`src/rtl/mem_arbiter.sv`:
```
// mem_arbiter: two-requester (IFU fetch / LSU load-store) front end for a single
// combinational memory port. One transaction at a time: accept in IDLE, wait
// LATENCY cycles in ACCESS (strobing the memory in the last one), then hold the
// registered response in RESP until the owner takes it.
//
// Ports
//   clk, rst_n                       clock, asynchronous active-low reset
//   ifu_req_valid/ready, ifu_raddr   fetch request (ready is combinational)
//   ifu_resp_valid/ready, ifu_rdata  fetch response
//   lsu_req_valid/ready, lsu_wen, lsu_addr, lsu_wdata, lsu_wmask, lsu_rmask
//                                    load/store request (ready is combinational)
//   lsu_resp_valid/ready, lsu_rdata  load data / store completion
//   mem_valid, mem_wen, mem_wmask, mem_waddr, mem_wdata, mem_rmask, mem_raddr
//                                    memory port, non-zero only on the access cycle
//   mem_rdata                        combinational read data from memory
module mem_arbiter #(
  parameter int unsigned LATENCY = 1,
  parameter logic [2:0]  RMASK_W = 3'b010
) (
  input  logic        clk,
  input  logic        rst_n,
  input  logic        ifu_req_valid,
  output logic        ifu_req_ready,
  input  logic [31:0] ifu_raddr,
  output logic        ifu_resp_valid,
  input  logic        ifu_resp_ready,
  output logic [31:0] ifu_rdata,
  input  logic        lsu_req_valid,
  output logic        lsu_req_ready,
  input  logic        lsu_wen,
  input  logic [31:0] lsu_addr,
  input  logic [31:0] lsu_wdata,
  input  logic [7:0]  lsu_wmask,
  input  logic [2:0]  lsu_rmask,
  output logic        lsu_resp_valid,
  input  logic        lsu_resp_ready,
  output logic [31:0] lsu_rdata,
  output logic        mem_valid,
  output logic        mem_wen,
  output logic [7:0]  mem_wmask,
  output logic [31:0] mem_waddr,
  output logic [31:0] mem_wdata,
  output logic [2:0]  mem_rmask,
  output logic [31:0] mem_raddr,
  input  logic [31:0] mem_rdata
);

  localparam int unsigned AW    = 32;
  localparam int unsigned DW    = 32;
  localparam int unsigned MW    = 8;
  localparam int unsigned RW    = 3;
  localparam int unsigned CNT_W = 4;

  localparam logic [1:0] ST_IDLE   = 2'b00;
  localparam logic [1:0] ST_ACCESS = 2'b01;
  localparam logic [1:0] ST_RESP   = 2'b10;

  localparam logic GNT_IFU = 1'b0;
  localparam logic GNT_LSU = 1'b1;

  localparam logic [CNT_W-1:0] CNT_LOAD = CNT_W'(LATENCY - 1);

  typedef struct packed {
    logic          wen;
    logic [MW-1:0] wmask;
    logic [RW-1:0] rmask;
    logic [AW-1:0] addr;
    logic [DW-1:0] wdata;
  } req_t;

  logic [1:0]       state_q, state_d;
  logic [CNT_W-1:0] cnt_q, cnt_d;
  logic             last_q, last_d;
  logic             owner_q, owner_d;
  req_t             req_q, req_d;
  logic [DW-1:0]    ifu_rdata_q, ifu_rdata_d;
  logic [DW-1:0]    lsu_rdata_q, lsu_rdata_d;

  logic idle_c;
  logic pick_lsu_c;
  logic mem_fire_c;
  logic resp_ready_c;

  // Arbitration: a lone requester wins; on a collision the one not granted last wins.
  assign idle_c        = (state_q == ST_IDLE);
  assign pick_lsu_c    = lsu_req_valid & (~ifu_req_valid | (last_q == GNT_IFU));
  assign lsu_req_ready = rst_n & idle_c & pick_lsu_c;
  assign ifu_req_ready = rst_n & idle_c & ifu_req_valid & ~pick_lsu_c;

  assign mem_fire_c   = (state_q == ST_ACCESS) && (cnt_q == '0);
  assign resp_ready_c = (owner_q == GNT_LSU) ? lsu_resp_ready : ifu_resp_ready;

  // Memory port is driven only on the single access cycle so a store lands once.
  assign mem_valid = mem_fire_c;
  assign mem_wen   = mem_fire_c & req_q.wen;
  assign mem_wmask = req_q.wmask & {MW{mem_fire_c}};
  assign mem_rmask = req_q.rmask & {RW{mem_fire_c}};
  assign mem_waddr = req_q.addr  & {AW{mem_fire_c}};
  assign mem_raddr = req_q.addr  & {AW{mem_fire_c}};
  assign mem_wdata = req_q.wdata & {DW{mem_fire_c}};

  assign ifu_resp_valid = (state_q == ST_RESP) && (owner_q == GNT_IFU);
  assign lsu_resp_valid = (state_q == ST_RESP) && (owner_q == GNT_LSU);
  assign ifu_rdata      = ifu_rdata_q;
  assign lsu_rdata      = lsu_rdata_q;

  // Next-state and datapath update.
  always_comb begin
    state_d     = state_q;
    cnt_d       = cnt_q;
    last_d      = last_q;
    owner_d     = owner_q;
    req_d       = req_q;
    ifu_rdata_d = ifu_rdata_q;
    lsu_rdata_d = lsu_rdata_q;
    case (state_q)
      ST_IDLE: begin
        if (lsu_req_ready) begin
          req_d.wen   = lsu_wen;
          req_d.wmask = lsu_wmask;
          req_d.rmask = lsu_rmask;
          req_d.addr  = lsu_addr;
          req_d.wdata = lsu_wdata;
          owner_d     = GNT_LSU;
          last_d      = GNT_LSU;
          cnt_d       = CNT_LOAD;
          state_d     = ST_ACCESS;
        end else if (ifu_req_ready) begin
          req_d.wen   = 1'b0;
          req_d.wmask = '0;
          req_d.rmask = RMASK_W;
          req_d.addr  = ifu_raddr;
          req_d.wdata = '0;
          owner_d     = GNT_IFU;
          last_d      = GNT_IFU;
          cnt_d       = CNT_LOAD;
          state_d     = ST_ACCESS;
        end
      end
      ST_ACCESS: begin
        if (mem_fire_c) begin
          if (owner_q == GNT_LSU) begin
            lsu_rdata_d = req_q.wen ? '0 : mem_rdata;
          end else begin
            ifu_rdata_d = mem_rdata;
          end
          state_d = ST_RESP;
        end else begin
          cnt_d = cnt_q - CNT_W'(1);
        end
      end
      ST_RESP: begin
        if (resp_ready_c) begin
          state_d = ST_IDLE;
        end
      end
      default: state_d = ST_IDLE;
    endcase
  end

  // State registers.
  always_ff @(posedge clk or negedge rst_n) begin
    if (!rst_n) begin
      state_q     <= ST_IDLE;
      cnt_q       <= '0;
      last_q      <= GNT_IFU;
      owner_q     <= GNT_IFU;
      req_q       <= '0;
      ifu_rdata_q <= '0;
      lsu_rdata_q <= '0;
    end else begin
      state_q     <= state_d;
      cnt_q       <= cnt_d;
      last_q      <= last_d;
      owner_q     <= owner_d;
      req_q       <= req_d;
      ifu_rdata_q <= ifu_rdata_d;
      lsu_rdata_q <= lsu_rdata_d;
    end
  end

endmodule

```
`config.mk`:
```
export PLATFORM = sky130hd
export DESIGN_NAME = mem_arbiter
export DESIGN_NICKNAME = d
export VERILOG_FILES = /design/src/rtl/mem_arbiter.sv
export SDC_FILE = /design/constraint.sdc
export NUM_CORES = 1
export LEC_CHECK = 0
export CAP_MARGIN = 40
export CORE_MARGIN = 2
export CORE_UTILIZATION = 45
export DETAILED_ROUTE_END_ITERATION = 6
export HOLD_SLACK_MARGIN = 0.08
export PLACE_DENSITY = 0.91
export SETUP_SLACK_MARGIN = 0.5
export SLEW_MARGIN = 25
export SYNTH_ARGS = -nofsm -noshare
export SYNTH_HDL_FRONTEND = slang
export SYNTH_SLANG_ARGS = --single-unit
export TNS_END_PERCENT = 50
```
`constraint.sdc`:
```
create_clock -name clk -period 5.7 [get_ports clk]
set_clock_uncertainty 0.1 [all_clocks]
set_input_delay 1.425 -clock clk [delete_from_list [all_inputs] [get_ports clk]]
set_output_delay 1.425 -clock clk [all_outputs]
set_load 0.005 [all_outputs]
```
==> flow_metrics.env, run 1 <==
export IMPL_status="complete, no violations"
export IMPL_drcViolationCount=0
export IMPL_ys_flop_type="dfrtp_1"
export IMPL_dpl_cell_area_sq_um=10040
export IMPL_wl_per_cell_um=19.76
export IMPL_end_kind="primary output"
export IMPL_synth_area_per_cell_sq_um=11.12
export IMPL_start_util_pct=45.76
export IMPL_clock_sinks=147
export IMPL_max_stage_delay_ns=0.53
export IMPL_post_cts_setup_buffers=0
export IMPL_pwr_share_comb_pct=44.8
export IMPL_cp_max_fo=44
export IMPL_clk_latency_ns=0.41
export IMPL_min_period_ns=4.551
export IMPL_syn_inst=623
export IMPL_multi_input_area_sq_um=2769
export IMPL_cp_required_ns=4.18
export IMPL_fin_crit_sh_pct=79.84
export IMPL_ys_async_sr_fraction_pct=100.0
export IMPL_crit_arrival_ns=3.03
export IMPL_max_freq_mhz=219.7
export IMPL_ys_seq_elements=147
export IMPL_syn_area_sq_um=6930
export IMPL_nFillCells=1047
export IMPL_regArea_sq_um=3679
export IMPL_avgViaCountPerCell=5.621
export IMPL_synth_top_area_cell="dfrtp_1"
export IMPL_slew_viol_final=0
export IMPL_reg2reg_depth=5
export IMPL_grt_max_degree=69
export IMPL_nets=1037
export IMPL_cts_tree="done"
export IMPL_worst_hold_path_type="reg2reg"
export IMPL_p_int_uw=3634
export IMPL_num_rows=45
export IMPL_postRouteAntennaNets=0
export IMPL_synth_cell_types=36
export IMPL_syn_to_final_growth_pct=53.69
export IMPL_cts_max_level=4
export IMPL_port_buffers=322
export IMPL_grtUsageTotal_pct=25.70
export IMPL_ctsLongestPathBuffers=2
export IMPL_max_slew_margin_pct=46.30
export IMPL_switching_share_pct=32.78
export IMPL_grt_first_pass_wirelength_um=32570
export IMPL_rsz0062_at_grt="no"
export IMPL_hpwl_um=14650
export IMPL_gp_congestion=0.8039
export IMPL_diodes=0
export IMPL_setup_violations_final=0
export IMPL_drtIter0Drc=309
export IMPL_syn_num_nets=770
export IMPL_placed_cells=1059
export IMPL_cap_violations=0
export IMPL_power_switching_uw=1772
export IMPL_core_area_sq_um=15150
export IMPL_final_area_sq_um=10650
export IMPL_antenna_found_initial=0
export IMPL_cts_resized=0
export IMPL_startpoint_type="primary input"
export IMPL_synth_area_leaders="dfrtp_1, mux2_2, and3_1"
export IMPL_overflow=0
export IMPL_drt_wl_total_um=21520
export IMPL_cts_hold_buf=0
export IMPL_tightest_slew_ns=0.8033
export IMPL_finalHoldViolations=0
export IMPL_grt_pass1_vias=6024
export IMPL_cts_root_buf="clkbuf_16"
export IMPL_ys_warn_count=0
export IMPL_tns_ns=0
export IMPL_final_cells=1089
export IMPL_cts_buffers=17
export IMPL_utilization_pct=70.33
export IMPL_path_clk_slew_ns=0.06
export IMPL_ioPinCount=323
export IMPL_layout_drive_gt1_share_pct=12.32
export IMPL_path_cells="buf_6 > or3b_1 > nor2_4 > clkdlybuf4s50_1"
export IMPL_synth_top_area_share_pct=53.08
export IMPL_die_area_sq_um=16410
export IMPL_power_frac_clock_pct=21.7
export IMPL_seq_power_share_pct=33.5
export IMPL_yosysSeqAreaShare_pct=53.08
export IMPL_drt_pre_antenna_iters=5
export IMPL_hold_depth=1
export IMPL_vias=6121
export IMPL_die_y_um=128.1
export IMPL_cp_slowest_cell="or3b_1"
export IMPL_ir_drop_v=0.0002115
export IMPL_synth_edf_count=0
export IMPL_p_leak_uw=0.004597
export IMPL_power_uw=5406
export IMPL_die_w_um=128.1
export IMPL_path_class="in2out"
export IMPL_power_density_nw_per_um2=507.6
[worst max-delay path: cells and delay by family]
| family | cells | cell delay [ns] |
|---|---|---|
| buffers and inverters | 2 | 0.86 |
| and+or+nand+nor | 2 | 0.72 |
[metrics by stage]
| step | hold slack (ns) | worst slack, ns |
|---|---|---|
| 3_3_place_gp | 0.3671 | 1.160 |
| 6_report | 0.3848 | 1.149 |
| 5_1_grt | 0.4033 | 1.030 |
| 3_5_place_dp | 0.3751 | 1.133 |
| 4_1_cts | 0.3893 | 1.119 |
| 2_1_floorplan | 0.3578 | 1.885 |
[layer usage]
layer | GRT usage [%] | vias up | wire (um)
met4 | 8.791 | 2 | 437
met3 | 7.471 | 36 | 1765
li1 | - | 2777 | -
met1 | 31.92 | 2999 | 8593
met5 | 0 | - | 6
met2 | 43.10 | 307 | 10720
[worst paths after layout]
| check | startpoint | end | slack (ns) |
|---|---|---|---|
| max | rst_n | lsu_req_ready | 1.15 |
| min | ifu_rdata[5]$_DFFE_PN0P_ | ifu_rdata[5]$_DFFE_PN0P_ | 0.38 |
| max reg2reg | state_q[0]$_DFFE_PN0P_ | lsu_rdata[16]$_DFFE_PN0P_ | 2.39 |
| min in group asynchronous | rst_n | req_q[36]$_DFFE_PN0P_ | 0.83 |
| max in group asynchronous | rst_n | ifu_rdata[8]$_DFFE_PN0P_ | 3.62 |
| min reg2reg | ifu_rdata[5]$_DFFE_PN0P_ | ifu_rdata[5]$_DFFE_PN0P_ | 0.38 |
[registers in the layout, summed over array words and instances (netlist names)]
name and flops:
cnt_q 4, ifu_rdata 32, lsu_rdata 32, owner_q 1, req_q 76, state_q 2
[cells in the final DEF, fill, tap and decap left out, types with 17 or more instances in the layout]
cell type,synthesis,final
clkdlybuf4s50_1,0,321
dfrtp_1,147,147
and3_1,76,76
mux2_2,55,55
a22o_1,43,43
a21oi_1,35,35
nand3_1,34,34
o21ai_0,33,33
a31oi_1,33,33
nor2b_1,33,32
clkbuf_16,0,17
[area by class of cell]
cell class	instances	area share [%]
tap	188	2.208
multi-input combinational	383	26.00
clock buffer	18	4.029
timing repair buffer	338	31.40
sequential	147	34.54
clock inverter	12	1.727
inverter	3	0.1057
[cell families after synthesis]
logic type      Yosys count  share of synthesized area (%)
flops                   147                          53.08
simple gates            163                          14.32
mux                      66                          10.71
buf+inv                  93                          7.384
fa+ha+maj                 1                         0.1805
compound gates          153                          14.33
[cells in the mapped netlist, types with 2 or more instances]
cell type and number:
nor2_1 5, mux2_1 10, and3_1 76, nand3_1 34, dfrtp_1 147, o21ai_0 33
a22o_1 43, nor2b_1 33, nand2b_1 2, nand2_1 3, a31oi_1 33, inv_1 3
clkbuf_1 39, nor3b_2 2, buf_2 16, mux2_2 55, a21oi_1 35, buf_4 32
o22ai_1 3, buf_6 3
[power groups by stage]
stage / registers, uW / logic [uW] / clock network (uW)
2_1_floorplan: 1760 / 1240 / 0
3_3_place_gp: 1780 / 2350 / 0
3_5_place_dp: 1810 / 2420 / 0
4_1_cts: 1800 / 2440 / 1190
5_1_grt: 1860 / 2610 / 1240
6_report: 1810 / 2420 / 1170
(Power assumes the default switching activity.)
==> inputs of run 2 (changes only) <==
--- a/config.mk
+++ b/config.mk
@@ -7,10 +7,10 @@
 export LEC_CHECK = 0
 export CAP_MARGIN = 40
 export CORE_MARGIN = 2
-export CORE_UTILIZATION = 45
+export CORE_UTILIZATION = 42
 export DETAILED_ROUTE_END_ITERATION = 6
 export HOLD_SLACK_MARGIN = 0.08
-export PLACE_DENSITY = 0.91
+export PLACE_DENSITY = 0.86
 export SETUP_SLACK_MARGIN = 0.5
 export SLEW_MARGIN = 25
 export SYNTH_ARGS = -nofsm -noshare
==> constraint.sdc (replaced) <==
create_clock -name clk -period 4.4 [get_ports clk]
set_clock_uncertainty 0.1 [all_clocks]
set_input_delay 1.1 -clock clk [delete_from_list [all_inputs] [get_ports clk]]
set_output_delay 1.1 -clock clk [all_outputs]
set_load 0.005 [all_outputs]
==> flow_metrics.env, run 2 (same netlist as run 1, synthesis figures left out) <==
export IMPL_max_freq_mhz=263.5
export IMPL_worst_path_buf_inv=2
export IMPL_clock_sinks=147
export IMPL_drtIter0Drc=376
export IMPL_ir_drop_v=0.0004104
export IMPL_max_stage_delay_ns=0.53
export IMPL_final_area_sq_um=10670
export IMPL_grt_first_pass_wirelength_um=33380
export IMPL_nFillCells=1198
export IMPL_cp_max_fo=6
export IMPL_syn_to_final_growth_pct=53.98
export IMPL_r2r_start="cnt_q[0]$_DFFE_PN0P_"
export IMPL_start_util_pct=43.31
export IMPL_fin_crit_sh_pct=86.24
export IMPL_dpl_cell_area_sq_um=10090
export IMPL_drt_wl_total_um=21120
export IMPL_crit_family="buffers and inverters"
export IMPL_hpwl_um=14180
export IMPL_antenna_found_initial=0
export IMPL_port_buffers=322
export IMPL_postRouteAntennaNets=0
export IMPL_status="complete, no violations"
export IMPL_cpMostUsedCell="clkdlybuf4s50_1"
export IMPL_startpoint_type="primary input"
export IMPL_hold_depth=1
export IMPL_grt_max_degree=148
export IMPL_drt_pre_antenna_iters=5
export IMPL_die_area_sq_um=17540
export IMPL_rsz0062_at_grt="no"
export IMPL_cp_slowest_cell="clkdlybuf4s50_1"
export IMPL_final_common_cell="clkdlybuf4s50_1"
export IMPL_layout_drive_gt1_share_pct=12.51
export IMPL_path_class="in2out"
export IMPL_gp_congestion=0.8005
export IMPL_hold_path_startpoint="ifu_rdata[5]$_DFFE_PN0P_"
export IMPL_cp_required_ns=3.20
export IMPL_setup_violations_final=0
export IMPL_finalHoldViolations=0
export IMPL_die_y_um=132.5
export IMPL_ctsLongestPathBuffers=2
export IMPL_cts_resized=0
export IMPL_clk_latency_ns=0.41
export IMPL_core_area_sq_um=16000
export IMPL_cts_tree="done"
export IMPL_cts_max_level=4
export IMPL_slew_viol_final=0
export IMPL_power_uw=6897
export IMPL_tightest_slew_ns=0.8099
export IMPL_rrSetupSlack_ns=1.84
export IMPL_num_rows=46
export IMPL_avgViaCountPerCell=5.403
export IMPL_power_density_nw_per_um2=646.3
export IMPL_ioPinCount=323
export IMPL_diodes=0
export IMPL_crit_arrival_ns=2.59
export IMPL_nets=1037
export IMPL_regMostFlops="req_q"
export IMPL_hold_end="ifu_rdata[5]$_DFFE_PN0P_"
export IMPL_max_slew_margin_pct=46.01
export IMPL_min_period_ns=3.794
export IMPL_cap_violations=0
export IMPL_path_cells="clkdlybuf4s50_1 > a21bo_2 > nor2_4 > clkdlybuf4s50_1"
export IMPL_cts_root_buf="clkbuf_16"
export IMPL_overflow=0
export IMPL_vias=6046
export IMPL_wl_per_cell_um=18.87
export IMPL_p_leak_uw=0.004594
export IMPL_path_clk_slew_ns=0.07
export IMPL_reg2reg_depth=6
export IMPL_end_kind="primary output"
export IMPL_die_w_um=132.5
export IMPL_reg2reg_to="ifu_rdata[31]$_DFFE_PN0P_"
export IMPL_largest_reg_flops=76
export IMPL_final_cell_mix="clkdlybuf4s50_1, dfrtp_1, and3_1"
export IMPL_cts_buffers=17
export IMPL_drcViolationCount=0
export IMPL_tns_ns=0
export IMPL_cts_hold_buf=0
export IMPL_worst_hold_path_type="reg2reg"
export IMPL_grtUsageTotal_pct=23.70
export IMPL_grt_pass1_vias=6192
export IMPL_post_cts_setup_buffers=0
run 2: changes by cell type in the layout (fill, tap and decap cells not counted), moves of 2 or more:
cell and delta:
buf_12 +2, buf_4 -2, clkinv_4 -3, bufinv_16 -3, inv_6 +5
run 2: area by class of cell:
| class | count | area [sq um] | share of cell area (%) |
|---|---|---|---|
| Clock buffer | 18 | 429.2 | 4.022 |
| Clock inverter | 14 | 146.4 | 1.372 |
| Inverter | 3 | 11.26 | 0.1055 |
| Multi-Input combinational cell | 383 | 2764 | 25.90 |
| Sequential cell | 147 | 3679 | 34.47 |
| Tap cell | 216 | 270.3 | 2.533 |
| Timing Repair Buffer | 338 | 3372 | 31.60 |
run 2: worst max-delay path by stage:
stage / startpoint / endpoint / slack [ns] / depth (start not counted)
after floorplan: rst_n / ifu_req_ready / 1.24 / 5
after global placement: lsu_req_valid / lsu_req_ready / 0.55 / 4
after detailed placement: lsu_req_valid / lsu_req_ready / 0.53 / 4
after CTS: lsu_req_valid / lsu_req_ready / 0.52 / 4
after global routing: cnt_q[0]$_DFFE_PN0P_ / mem_waddr[30] / 0.53 / 6
final: ifu_req_valid / lsu_req_ready / 0.61 / 4
run 2: metal layers:
layer | GRT usage, % | part of all wire (%) | vias to the layer above
met4 | 8.124 | 2.5 | 0
met5 | 0 | 0 | -
met3 | 6.513 | 7.3 | 41
li1 | - | - | 2777
met1 | 29.49 | 41 | 2967
met2 | 39.90 | 49 | 261
run 2: worst register-to-register path, delay by kind of cell, from the launching register on:
kind                     cells  cell delay, ns
flip-flops                   1            0.38
buffers and inverters        2            0.53
AND/OR/NAND/NOR              2            0.82
multiplexers                 1            0.40
adder cells (fa/ha/maj)      1            0.22
run 2: power by group:
part           internal [uW]  switching, uW  total (uW)  leakage (uW)
clock network            798            610        1410      0.000279
logic                   1790           1350        3150       0.00253
registers               1980            360        2340       0.00178
run 2: stage by stage:
step	std cells	utilization, %	worst slack [ns]	hold WS (ns)
finish	1119	66.70	0.6056	0.3889
global route	1119	66.70	0.5321	0.4095
CTS	1119	66.68	0.5180	0.3901
detailed placement	1087	63.08	0.5288	0.3731
global placement	1087	63.08	0.5549	0.3665
floorplan	623	-	1.235	0.3578
==> inputs of run 3 (changes only) <==
--- a/config.mk
+++ b/config.mk
@@ -11,6 +11,7 @@
 export DETAILED_ROUTE_END_ITERATION = 6
 export HOLD_SLACK_MARGIN = 0.08
 export PLACE_DENSITY = 0.86
+export RECOVER_POWER = 25
 export SETUP_SLACK_MARGIN = 0.5
 export SLEW_MARGIN = 25
 export SYNTH_ARGS = -nofsm -noshare
==> constraint.sdc (replaced) <==
create_clock -name clk -period 4.4 [get_ports clk]
set_clock_uncertainty 0.1 [all_clocks]
set_input_delay 0.88 -clock clk [delete_from_list [all_inputs] [get_ports clk]]
set_output_delay 0.88 -clock clk [all_outputs]
set_load 0.005 [all_outputs]
==> flow_metrics.env, run 3 (same netlist as run 1, synthesis figures left out) <==
export IMPL_finalHoldViolations=0
export IMPL_fin_ws_ns=0.8935
export IMPL_ioPinCount=323
export IMPL_core_area_sq_um=16000
export IMPL_status="complete, but fails checks"
export IMPL_min_period_ns=3.506
export IMPL_max_slew_margin_pct=-24.31
export IMPL_hold_depth=1
export IMPL_vias=6081
export IMPL_grtUsageTotal_pct=24.50
export IMPL_hpwl_um=14970
export IMPL_regMostFlops="req_q"
export IMPL_final_area_sq_um=10680
export IMPL_ctsLongestPathBuffers=2
export IMPL_antenna_found_initial=0
export IMPL_power_density_nw_per_um2=649.4
export IMPL_setup_violations_final=0
export IMPL_cts_hold_buf=0
export IMPL_drtIter0Drc=312
export IMPL_path_cells="inv_1 > ha_1 > nor3b_4 > buf_4 > and3_1 > clkdlybuf4s50_1"
export IMPL_start_util_pct=43.31
export IMPL_drcViolationCount=0
export IMPL_startpoint_type="flop"
export IMPL_gp_congestion=0.7871
export IMPL_layout_drive_gt1_share_pct=12.57
export IMPL_nets=1041
export IMPL_clock_sinks=147
export IMPL_power_uw=6935
export IMPL_cts_root_buf="clkbuf_16"
export IMPL_post_cts_setup_buffers=0
export IMPL_tightest_slew_ns=1.865
export IMPL_slew_viol_final=32
export IMPL_cap_violations=1
export IMPL_end_kind="primary output"
export IMPL_max_freq_mhz=285.2
export IMPL_num_rows=46
export IMPL_postRouteAntennaNets=0
export IMPL_clk_latency_ns=0.41
export IMPL_regArea_sq_um=3679
export IMPL_cts_tree="done"
export IMPL_fin_crit_sh_pct=79.69
export IMPL_p_leak_uw=0.004599
export IMPL_port_buffers=322
export IMPL_violations="capacitance limit, slew limit"
export IMPL_path_class="reg2out"
export IMPL_final_common_cell="clkdlybuf4s50_1"
export IMPL_pre_cts_ws_ns=0.9993
export IMPL_max_stage_delay_ns=0.51
export IMPL_die_area_sq_um=17540
export IMPL_crit_arrival_ns=2.53
export IMPL_worst_path_buf_inv=3
export IMPL_avgViaCountPerCell=5.415
export IMPL_crit_family="buffers and inverters"
export IMPL_crit_cells=6
export IMPL_diodes=0
export IMPL_drt_wl_total_um=22020
export IMPL_cts_buffers=17
export IMPL_cp_slowest_cell="clkdlybuf4s50_1"
export IMPL_wl_per_cell_um=19.61
export IMPL_tns_ns=0
export IMPL_worst_hold_path_type="reg2reg"
export IMPL_ir_drop_v=0.0003147
export IMPL_cp_required_ns=3.42
export IMPL_nFillCells=1243
export IMPL_grt_first_pass_wirelength_um=34270
export IMPL_die_w_um=132.5
export IMPL_overflow=0
export IMPL_rsz0062_at_grt="no"
export IMPL_drt_pre_antenna_iters=5
export IMPL_multi_input_area_sq_um=2761
export IMPL_syn_to_final_growth_pct=54.11
export IMPL_cts_max_level=4
export IMPL_dpl_cell_area_sq_um=10140
export IMPL_largest_reg_flops=76
export IMPL_reg2reg_depth=6
export IMPL_cp_max_fo=49
export IMPL_grt_max_degree=69
export IMPL_path_clk_slew_ns=0.06
export IMPL_grt_pass1_vias=6216
export IMPL_cts_resized=0
export IMPL_final_cell_mix="clkdlybuf4s50_1, dfrtp_1, and3_1"
export IMPL_die_y_um=132.5
[run 3: per-stage QoR]
step | utilization (%) | hold slack (ns) | instances
2_1_floorplan | - | 0.3578 | 623
3_3_place_gp | 63.02 | 0.3664 | 1089
3_5_place_dp | 63.36 | 0.3739 | 1091
4_1_cts | 67.00 | 0.3111 | 1123
5_1_grt | 66.75 | 0.4008 | 1123
6_report | 66.75 | 0.3872 | 1123
[run 3: layout make-up]
| type | count | area share [%] |
|---|---|---|
| Timing Repair Buffer | 342 | 31.62 |
| Multi-Input combinational cell | 383 | 25.86 |
| Clock inverter | 14 | 1.336 |
| Tap cell | 216 | 2.530 |
| Sequential cell | 147 | 34.44 |
| Inverter | 3 | 0.1054 |
| Clock buffer | 18 | 4.112 |
[run 3: layer usage]
| metal | part of all wire (%) | GRT usage, % |
|---|---|---|
| met1 | 40 | 30.27 |
| met2 | 49 | 40.82 |
| met3 | 7.6 | 6.743 |
| met4 | 2.7 | 9.737 |
| met5 | 0 | 0 |
[run 3: path summary, 6_finish.rpt]
path | to | slack, ns | start
min | ifu_rdata[2]$_DFFE_PN0P_ | 0.39 | ifu_rdata[2]$_DFFE_PN0P_
min reg2reg | ifu_rdata[2]$_DFFE_PN0P_ | 0.39 | ifu_rdata[2]$_DFFE_PN0P_
max in group asynchronous | ifu_rdata[11]$_DFFE_PN0P_ | 1.29 | rst_n
max | mem_waddr[31] | 0.89 | cnt_q[0]$_DFFE_PN0P_
max reg2reg | ifu_rdata[16]$_DFFE_PN0P_ | 1.99 | cnt_q[0]$_DFFE_PN0P_
min in group asynchronous | req_q[12]$_DFFE_PN0P_ | 0.65 | rst_n
[run 3: report_power, final]
group          internal (uW)  total, uW  switching, uW
combinational           1780       3160           1380
sequential              1980       2350            369
clock                    812       1430            615
total                   4570       6940           2360
